`src/rtl/sdi_pkg.sv`:
```
// Shared types and constants for the SDI transmitter.
package sdi_pkg;

    typedef enum logic [1:0] {
        IDLE = 2'd0,
        VID  = 2'd1,
        AUD  = 2'd2
    } sdi_tx_state_e;

    // Word sent in a video slot when no pixel data is offered.
    localparam logic [9:0] BLANK_VIDEO = 10'h040;

    function automatic int unsigned max_u(input int unsigned a, input int unsigned b);
        return (a > b) ? a : b;
    endfunction

endpackage

```
`src/rtl/sdi_piso.sv`:
```
// Parallel-in serial-out shifter, LSB first, with registered serial output.
//   clk, rst_n : clock, async active-low reset
//   load       : capture load_word / load_cnt this edge, else shift one bit
//   load_word  : word to serialise (bit 0 goes straight to sdi_out)
//   load_cnt   : bits remaining after the first one
//   sdi_out    : registered serial bit
//   last       : current sdi_out bit is the final bit of its word
module sdi_piso #(
    parameter int unsigned WIDTH = 16,
    parameter int unsigned CNT_W = $clog2(WIDTH)
) (
    input  logic             clk,
    input  logic             rst_n,
    input  logic             load,
    input  logic [WIDTH-1:0] load_word,
    input  logic [CNT_W-1:0] load_cnt,
    output logic             sdi_out,
    output logic             last
);

    logic [WIDTH-1:0] shreg_q, shreg_d;
    logic [CNT_W-1:0] cnt_q, cnt_d;
    logic             sdi_q, sdi_d;

    // Load or shift; every edge produces a new output bit.
    always_comb begin
        shreg_d = shreg_q;
        cnt_d   = cnt_q;
        sdi_d   = sdi_q;
        if (load) begin
            sdi_d   = load_word[0];
            shreg_d = load_word >> 1;
            cnt_d   = load_cnt;
        end else begin
            sdi_d   = shreg_q[0];
            shreg_d = shreg_q >> 1;
            cnt_d   = cnt_q - CNT_W'(1);
        end
    end

    always_ff @(posedge clk or negedge rst_n) begin
        if (!rst_n) begin
            shreg_q <= '0;
            cnt_q   <= '0;
            sdi_q   <= 1'b0;
        end else begin
            shreg_q <= shreg_d;
            cnt_q   <= cnt_d;
            sdi_q   <= sdi_d;
        end
    end

    assign sdi_out = sdi_q;
    assign last    = (cnt_q == '0);

endmodule

```
`src/rtl/sdi_tx.sv`:
```
// SDI serial transmitter: frames of AUDIO_PERIOD video slots plus one audio
// slot, filled with blanking / zeros when a source has nothing to send.
//   video_data/valid/ready : pixel word handshake
//   audio_data/valid/ready : audio sample handshake
//   sdi_out                : registered LSB-first serial stream
//   v_sync                 : first bit of a video slot is on sdi_out
//   a_valid                : first bit of a real audio sample is on sdi_out
module sdi_tx
    import sdi_pkg::*;
#(
    parameter int unsigned VIDEO_WIDTH  = 10,
    parameter int unsigned AUDIO_WIDTH  = 16,
    parameter int unsigned AUDIO_PERIOD = 4
) (
    input  logic                   clk,
    input  logic                   rst_n,
    input  logic [VIDEO_WIDTH-1:0] video_data,
    input  logic                   video_valid,
    output logic                   video_ready,
    input  logic [AUDIO_WIDTH-1:0] audio_data,
    input  logic                   audio_valid,
    output logic                   audio_ready,
    output logic                   sdi_out,
    output logic                   v_sync,
    output logic                   a_valid
);

    localparam int unsigned MAX_W  = max_u(VIDEO_WIDTH, AUDIO_WIDTH);
    localparam int unsigned CNT_W  = $clog2(MAX_W);
    localparam int unsigned SLOT_W = (AUDIO_PERIOD > 1) ? $clog2(AUDIO_PERIOD) : 1;

    sdi_tx_state_e state_q, state_d;
    logic [SLOT_W-1:0] slot_q, slot_d;   // index of the current video slot
    logic v_sync_q, v_sync_d;
    logic a_valid_q, a_valid_d;

    logic             last;
    logic             boundary;
    logic             next_is_audio;
    logic [MAX_W-1:0] load_word;
    logic [CNT_W-1:0] load_cnt;

    // Handshakes depend only on state and counters, never on valid.
    assign boundary      = (state_q == IDLE) || last;
    assign next_is_audio = (state_q == VID) && (slot_q == SLOT_W'(AUDIO_PERIOD - 1));
    assign video_ready   = boundary && !next_is_audio;
    assign audio_ready   = boundary && next_is_audio;

    // Word for the next slot, substituting filler when the source is idle.
    always_comb begin
        load_word = '0;
        load_cnt  = CNT_W'(VIDEO_WIDTH - 1);
        if (next_is_audio) begin
            load_word = audio_valid ? MAX_W'(audio_data) : '0;
            load_cnt  = CNT_W'(AUDIO_WIDTH - 1);
        end else begin
            load_word = video_valid ? MAX_W'(video_data)
                                    : MAX_W'(VIDEO_WIDTH'(BLANK_VIDEO));
        end
    end

    // Slot sequencing and frame markers.
    always_comb begin
        state_d   = state_q;
        slot_d    = slot_q;
        v_sync_d  = 1'b0;
        a_valid_d = 1'b0;
        if (boundary) begin
            if (next_is_audio) begin
                state_d   = AUD;
                slot_d    = '0;
                a_valid_d = audio_valid;
            end else begin
                state_d  = VID;
                v_sync_d = 1'b1;
                slot_d   = (state_q == VID) ? slot_q + SLOT_W'(1) : '0;
            end
        end
    end

    always_ff @(posedge clk or negedge rst_n) begin
        if (!rst_n) begin
            state_q   <= IDLE;
            slot_q    <= '0;
            v_sync_q  <= 1'b0;
            a_valid_q <= 1'b0;
        end else begin
            state_q   <= state_d;
            slot_q    <= slot_d;
            v_sync_q  <= v_sync_d;
            a_valid_q <= a_valid_d;
        end
    end

    sdi_piso #(
        .WIDTH (MAX_W),
        .CNT_W (CNT_W)
    ) u_piso (
        .clk       (clk),
        .rst_n     (rst_n),
        .load      (boundary),
        .load_word (load_word),
        .load_cnt  (load_cnt),
        .sdi_out   (sdi_out),
        .last      (last)
    );

    assign v_sync  = v_sync_q;
    assign a_valid = a_valid_q;

endmodule

```
`config.mk`:
```
export PLATFORM = sky130hd
export DESIGN_NAME = sdi_tx
export DESIGN_NICKNAME = d
export VERILOG_FILES = /design/src/rtl/sdi_pkg.sv /design/src/rtl/sdi_piso.sv /design/src/rtl/sdi_tx.sv
export SDC_FILE = /design/constraint.sdc
export NUM_CORES = 1
export LEC_CHECK = 0
export BUFFER_PORTS_ARGS = -buffer_cell sky130_fd_sc_hd__buf_4
export CAP_MARGIN = 20
export CORE_UTILIZATION = 50
export CTS_CLUSTER_DIAMETER = 150
export CTS_CLUSTER_SIZE = 20
export DETAILED_ROUTE_END_ITERATION = 10
export PLACE_DENSITY = 0.76
export SLEW_MARGIN = 5
export SYNTH_ARGS = -nofsm -noshare
export SYNTH_HDL_FRONTEND = slang
export SYNTH_SLANG_ARGS = --single-unit
```
`constraint.sdc`:
```
create_clock -name clk -period 2.65 [get_ports clk]
set_clock_uncertainty 0.05 [all_clocks]
set_input_delay 0.1325 -clock clk [delete_from_list [all_inputs] [get_ports clk]]
set_output_delay 0.1325 -clock clk [all_outputs]
set_load 0.005 [all_outputs]
```
# Word-level counts from Yosys, hierarchy flattened
# Index checks and enable logic that the tools add are counted.
# W data, S select, Z words.
# op_classes
addsub,2
n_eq_ne,2
mux,14
n_reduce_logical,7
# op_table
operator,count
$mux W16,2
$mux W15,1
$mux W10,1
$mux W2,3
$mux W1,5
$logic_not A4 Y1,1
$mux W4,1
$sub A4 B1 Y4 const B,1
$logic_and A1 B1 Y1,3
$mux W3,1
$add A2 B1 Y2 const B,1
$eq A2 B1 Y1 const B,1
$eq A2 B2 Y1 const B,1
$logic_not A2 Y1,1
$logic_not A1 Y1,1
$logic_or A1 B1 Y1,1
# totals
register_bits,27
in_bits,30
out_inout_bits,5
wordCells,32

# Depth between registers and ports, before layout
# depth
ltp_word,4
mapped_depth,6
mapped_depth_nobuf,6

# Modules after synthesis
# From an unflattened synthesis, not the netlist that was laid out.
# hier_totals
cells_unflattened,101
area_unflattened_um2,1227.4
# by_module_without_submodules
module,instances,cells_each,area_each_um2,seq_area_each_um2
sdi_piso,1,53,792.0,500.5
sdi_tx,1,48,435.4,150.1

# Least setup slack after synthesis
# OpenSTA, ideal clock, no wires.
# synth_timing
path_kind,reg2reg
start,reg u_piso.cnt_q[0]
end,reg u_piso.sdi_q (netlist: u_piso.sdi_out)
setup_time_ps,125
arrival_ps,1681
required_time_ps,2475
path_slack_ps,795
path_stages_with_launch,7
n_path_buf,1
synth_period_minus_slack_ps,1855
cell_sequence,dfrtp_1 -> inv_1 -> ha_1 -> or3b_2 -> o21ai_2 -> buf_6 -> mux2_2
# synth_between
elab_chain_cells,3
# synth_lines
element,line_no,source
start: declaration,sdi_piso.sv:22,"logic [CNT_W-1:0] cnt_q, cnt_d;"
start signal: assignment,sdi_piso.sv:48,cnt_q <= cnt_d;
$logic_not A4 Y1,sdi_piso.sv:54,assign last = (cnt_q == '0);
$logic_or A1 B1 Y1,sdi_tx.sv:44,assign boundary = (state_q == IDLE) || last;
$mux W1,sdi_piso.sv:30,if (load) begin
net u_piso.sdi_d,sdi_piso.sv:23,"logic sdi_q, sdi_d;"
end signal: assignment,sdi_piso.sv:49,sdi_q <= sdi_d;
end: declaration,sdi_piso.sv:23,
# The timed path passes the listed nets, and every way through them passes these cells.
# A chain may end at the register's enable or synchronous reset.

# Worst setup path after layout
# layout_timing
start,reg u_piso.cnt_q[0]
end,out video_ready
# layout_between
elab_chain_cells,3
# layout_lines
element,line_no,source
$logic_not A4 Y1,sdi_piso.sv:54,
$logic_or A1 B1 Y1,sdi_tx.sv:44,
$logic_and A1 B1 Y1,sdi_tx.sv:46,assign video_ready = boundary && !next_is_audio;
end: declaration,sdi_tx.sv:19,"output logic video_ready,"
# Every way passes these cells.

==> impl_metrics.toml <==
[run_status]
status = "finished, final reports clean"

[logic_synthesis]
synth_area_per_cell_um2 = 12.3
netlist_area_um2 = 1200
synth_nets = 130
synth_compound_area_share_pct = 10.2
yosys-top-cells-count = "26 x dfrtp_1, 12 x mux2_2, 10 x nand2_1"
synth_seq_cells = 26
yosysMostFrequentCell = "dfrtp_1"
synth-edff-count = 0
synthSimpleGateAreaFrac_pct = 9.56
synth_xor_area_share_pct = 1.46
synth_top_family_by_area = "multiplexers"
yosysTopAreaCellShare_pct = 54.1
syn_inst = 98
synth.area.top_cells = "dfrtp_1 54%, mux2_2 11%, a32o_1 7.5%, mux2i_1 5.0%, nand2_1 3.1%"
synth-adder-area-share_pct = 2.08
async_reset_ff_share_pct = 100
yosys_warnings = 0
muxShareOfSynthArea_pct = 16.2
synth_cell_types = 26
yosysTopAreaCell = "dfrtp_1"
ys.flop_type = "dfrtp_1"
yosysSeqAreaShare_pct = 54.1

[clocking]
cts_root_buffer = "clkbuf_4"
clk_latency_ns = 0.31
clock_path_buffers = 2
cts_buffers = 3
cts.sinks = 26
cts_tree = "built"
post_cts_resized = 0
htree_levels = 1
clkTransAtPathRegs_ns = 0.13

[min_path]
hold_class = "in2reg"
min_from = "audio_data[12]"
hold_path_depth = 3
holdPathEnd = "u_piso.shreg_q[11]"

[timing]
slew_viol_final = 0
rsz0062_at_grt = "false"
fmax_ghz = 0.411
fin_setup_tns_ns = 0
fin_crit_sh_pct = 91.8
tightest_slew_ns = 0.872
setup_viol = 0
relSlewSlack_pct = 41.8
setup_slack_ns = 0.218
hold_viol_final = 0
fin_crit_ns = 2.43

[power]
leakage_nw = 0.758
irDropWorstVdd_v = 0.000317
powerDensity_nw_per_um2 = 432

[finish]
drive_above_1_share_pct = 40.3
n_antenna_cell = 0
fillers = 181
area_growth_pct = 26.6
utilization_pct = 68.2
nets = 167
register_area_um2 = 651
final_cells = 162
multi_input_area_um2 = 475

[critical_path]
worst_setup_path_end_kind = "output pin"
slowest_delay_ns = 0.52
ff2ff_path_depth = 6
crit_chain = "inv_1 -> ha_1 -> or3b_2 -> o21ai_2 -> and2_1 -> buf_4"
crit_fanout = 19
critical_path_arrival_ns = 2.25
slowest_stage = "or3b_2"
worstReg2RegStart = "u_piso.cnt_q[0]"
rr_endpoint = "u_piso.shreg_q[10]"
cp-start-kind = "flop"
critPathKind = "reg2out"
path_buf_inv = 2
required_ns = 2.47
rrSetupSlack_ns = 0.51
path_delay_family = "simple AND/OR/NAND/NOR gates"

[grt]
grt_pass1_wl_mm = 3.59
grt_antenna_before_repair = 0
overflow = 0
grt_usage_pct = 19.2
grt_pass1_vias = 805
grt_start_max_net_pins = 27

[floorplan]
num_rows = 17
initial_core_util_pct = 53.9
dieArea_um2 = 2610
ios = 35
die_h_um = 51.1
core_area_um2 = 2230
die_w_um = 51.1

[routing]
ant_nets = 0
first_iter_violations = 13
via_per_inst = 5.33
wl_met1_mm = 1.03
top_layer = "met4"
met3_length_um = 57
drtPass1Iterations = 4
met2_length_mm = 1.12
vias = 863
wirelength_mm = 2.23
wl_per_cell_um = 13.7
post-route-drc-count = 0

[place]
dp_hpwl_mm = 1.63
post-place-ws_ns = 0.528
dp_cells = 155
gp_congestion = 0.716
io_buffers = 34

[run]
drv_cap = 0
==> report_power, final <==
group,switching (mW),internal (mW),leakage (nW)
clock network,0.109,0.0838,0.0210
registers,0.00152,0.403,0.334
logic,0.0200,0.0408,0.403
==> cell usage in the layout (no fill, tap or decap), drive strengths merged, types with 3 or more instances in the layout <==
cell / count
o21ai: 3
a32o: 9
inv: 9
mux2: 12
mux2i: 6
buf: 35
dfrtp: 26
nand2: 10
dlygate4sd3: 3
clkbuf: 4
==> flip-flops by register name, summed over array words and instances, names as in the netlist <==
signal and count:
slot_q 2, state_q 2, v_sync 1, u_piso.shreg_q 15, u_piso.cnt_q 4, u_piso.sdi_out 1, a_valid 1
==> worst max path at each step <==
stage	from	to	slack [ns]	depth (start not counted)
3_3_place_gp	u_piso.cnt_q[0]	u_piso.shreg_q[5]	0.60	5
2_1_floorplan	u_piso.cnt_q[0]	u_piso.sdi_out	0.79	6
4_1_cts	u_piso.cnt_q[0]	video_ready	0.22	6
5_1_grt	u_piso.cnt_q[0]	video_ready	0.12	6
3_5_place_dp	u_piso.cnt_q[0]	u_piso.shreg_q[10]	0.53	6
6_report	u_piso.cnt_q[0]	video_ready	0.22	6
==> cell families after synthesis <==
| group | after synthesis |
|---|---|
| mux | 18 |
| fa+ha+maj | 2 |
| simple gates | 21 |
| buf+inv | 15 |
| flops | 26 |
| compound gates | 14 |
| xor+xnor | 2 |
==> layer usage <==
metal | vias to the layer above | track usage [%]
met4 | 0 | 6.94
met1 | 425 | 23.8
met2 | 16 | 32.9
met3 | 2 | 3.57
li1 | 420 | -
met5 | - | 0
==> final cells by class <==
type	count	area share (%)
Timing Repair Buffer	38	19.2
Clock buffer	4	2.38
Multi-Input combinational cell	57	31.2
Inverter	9	2.22
Tap cell	28	2.30
Sequential cell	26	42.7
==> repair_timing <==
| action | 4_1_cts | 5_1_grt |
|---|---|---|
| setup buffers | 0 | 0 |
| hold endpoints to repair | 28 | 0 |
| hold buffers | 3 | 0 |
==> metrics by stage <==
stage / hold WS (ns) / power (mW) / instance area [um^2]
after global routing: 0.00852 / 0.686 / 1520
after CTS: 0.00240 / 0.667 / 1520
after detailed placement: 0.00747 / 0.470 / 1460
final: 0.00821 / 0.658 / 1520
after global placement: 0.00337 / 0.468 / 1460
after floorplan: -0.213 / 0.426 / 1200
==> worst min-delay path, cell delays in order <==
cell	delay, ns
buf_4	0.11
nand2_1	0.04
mux2i_1	0.06
Power figures use the tool's default switching activity.
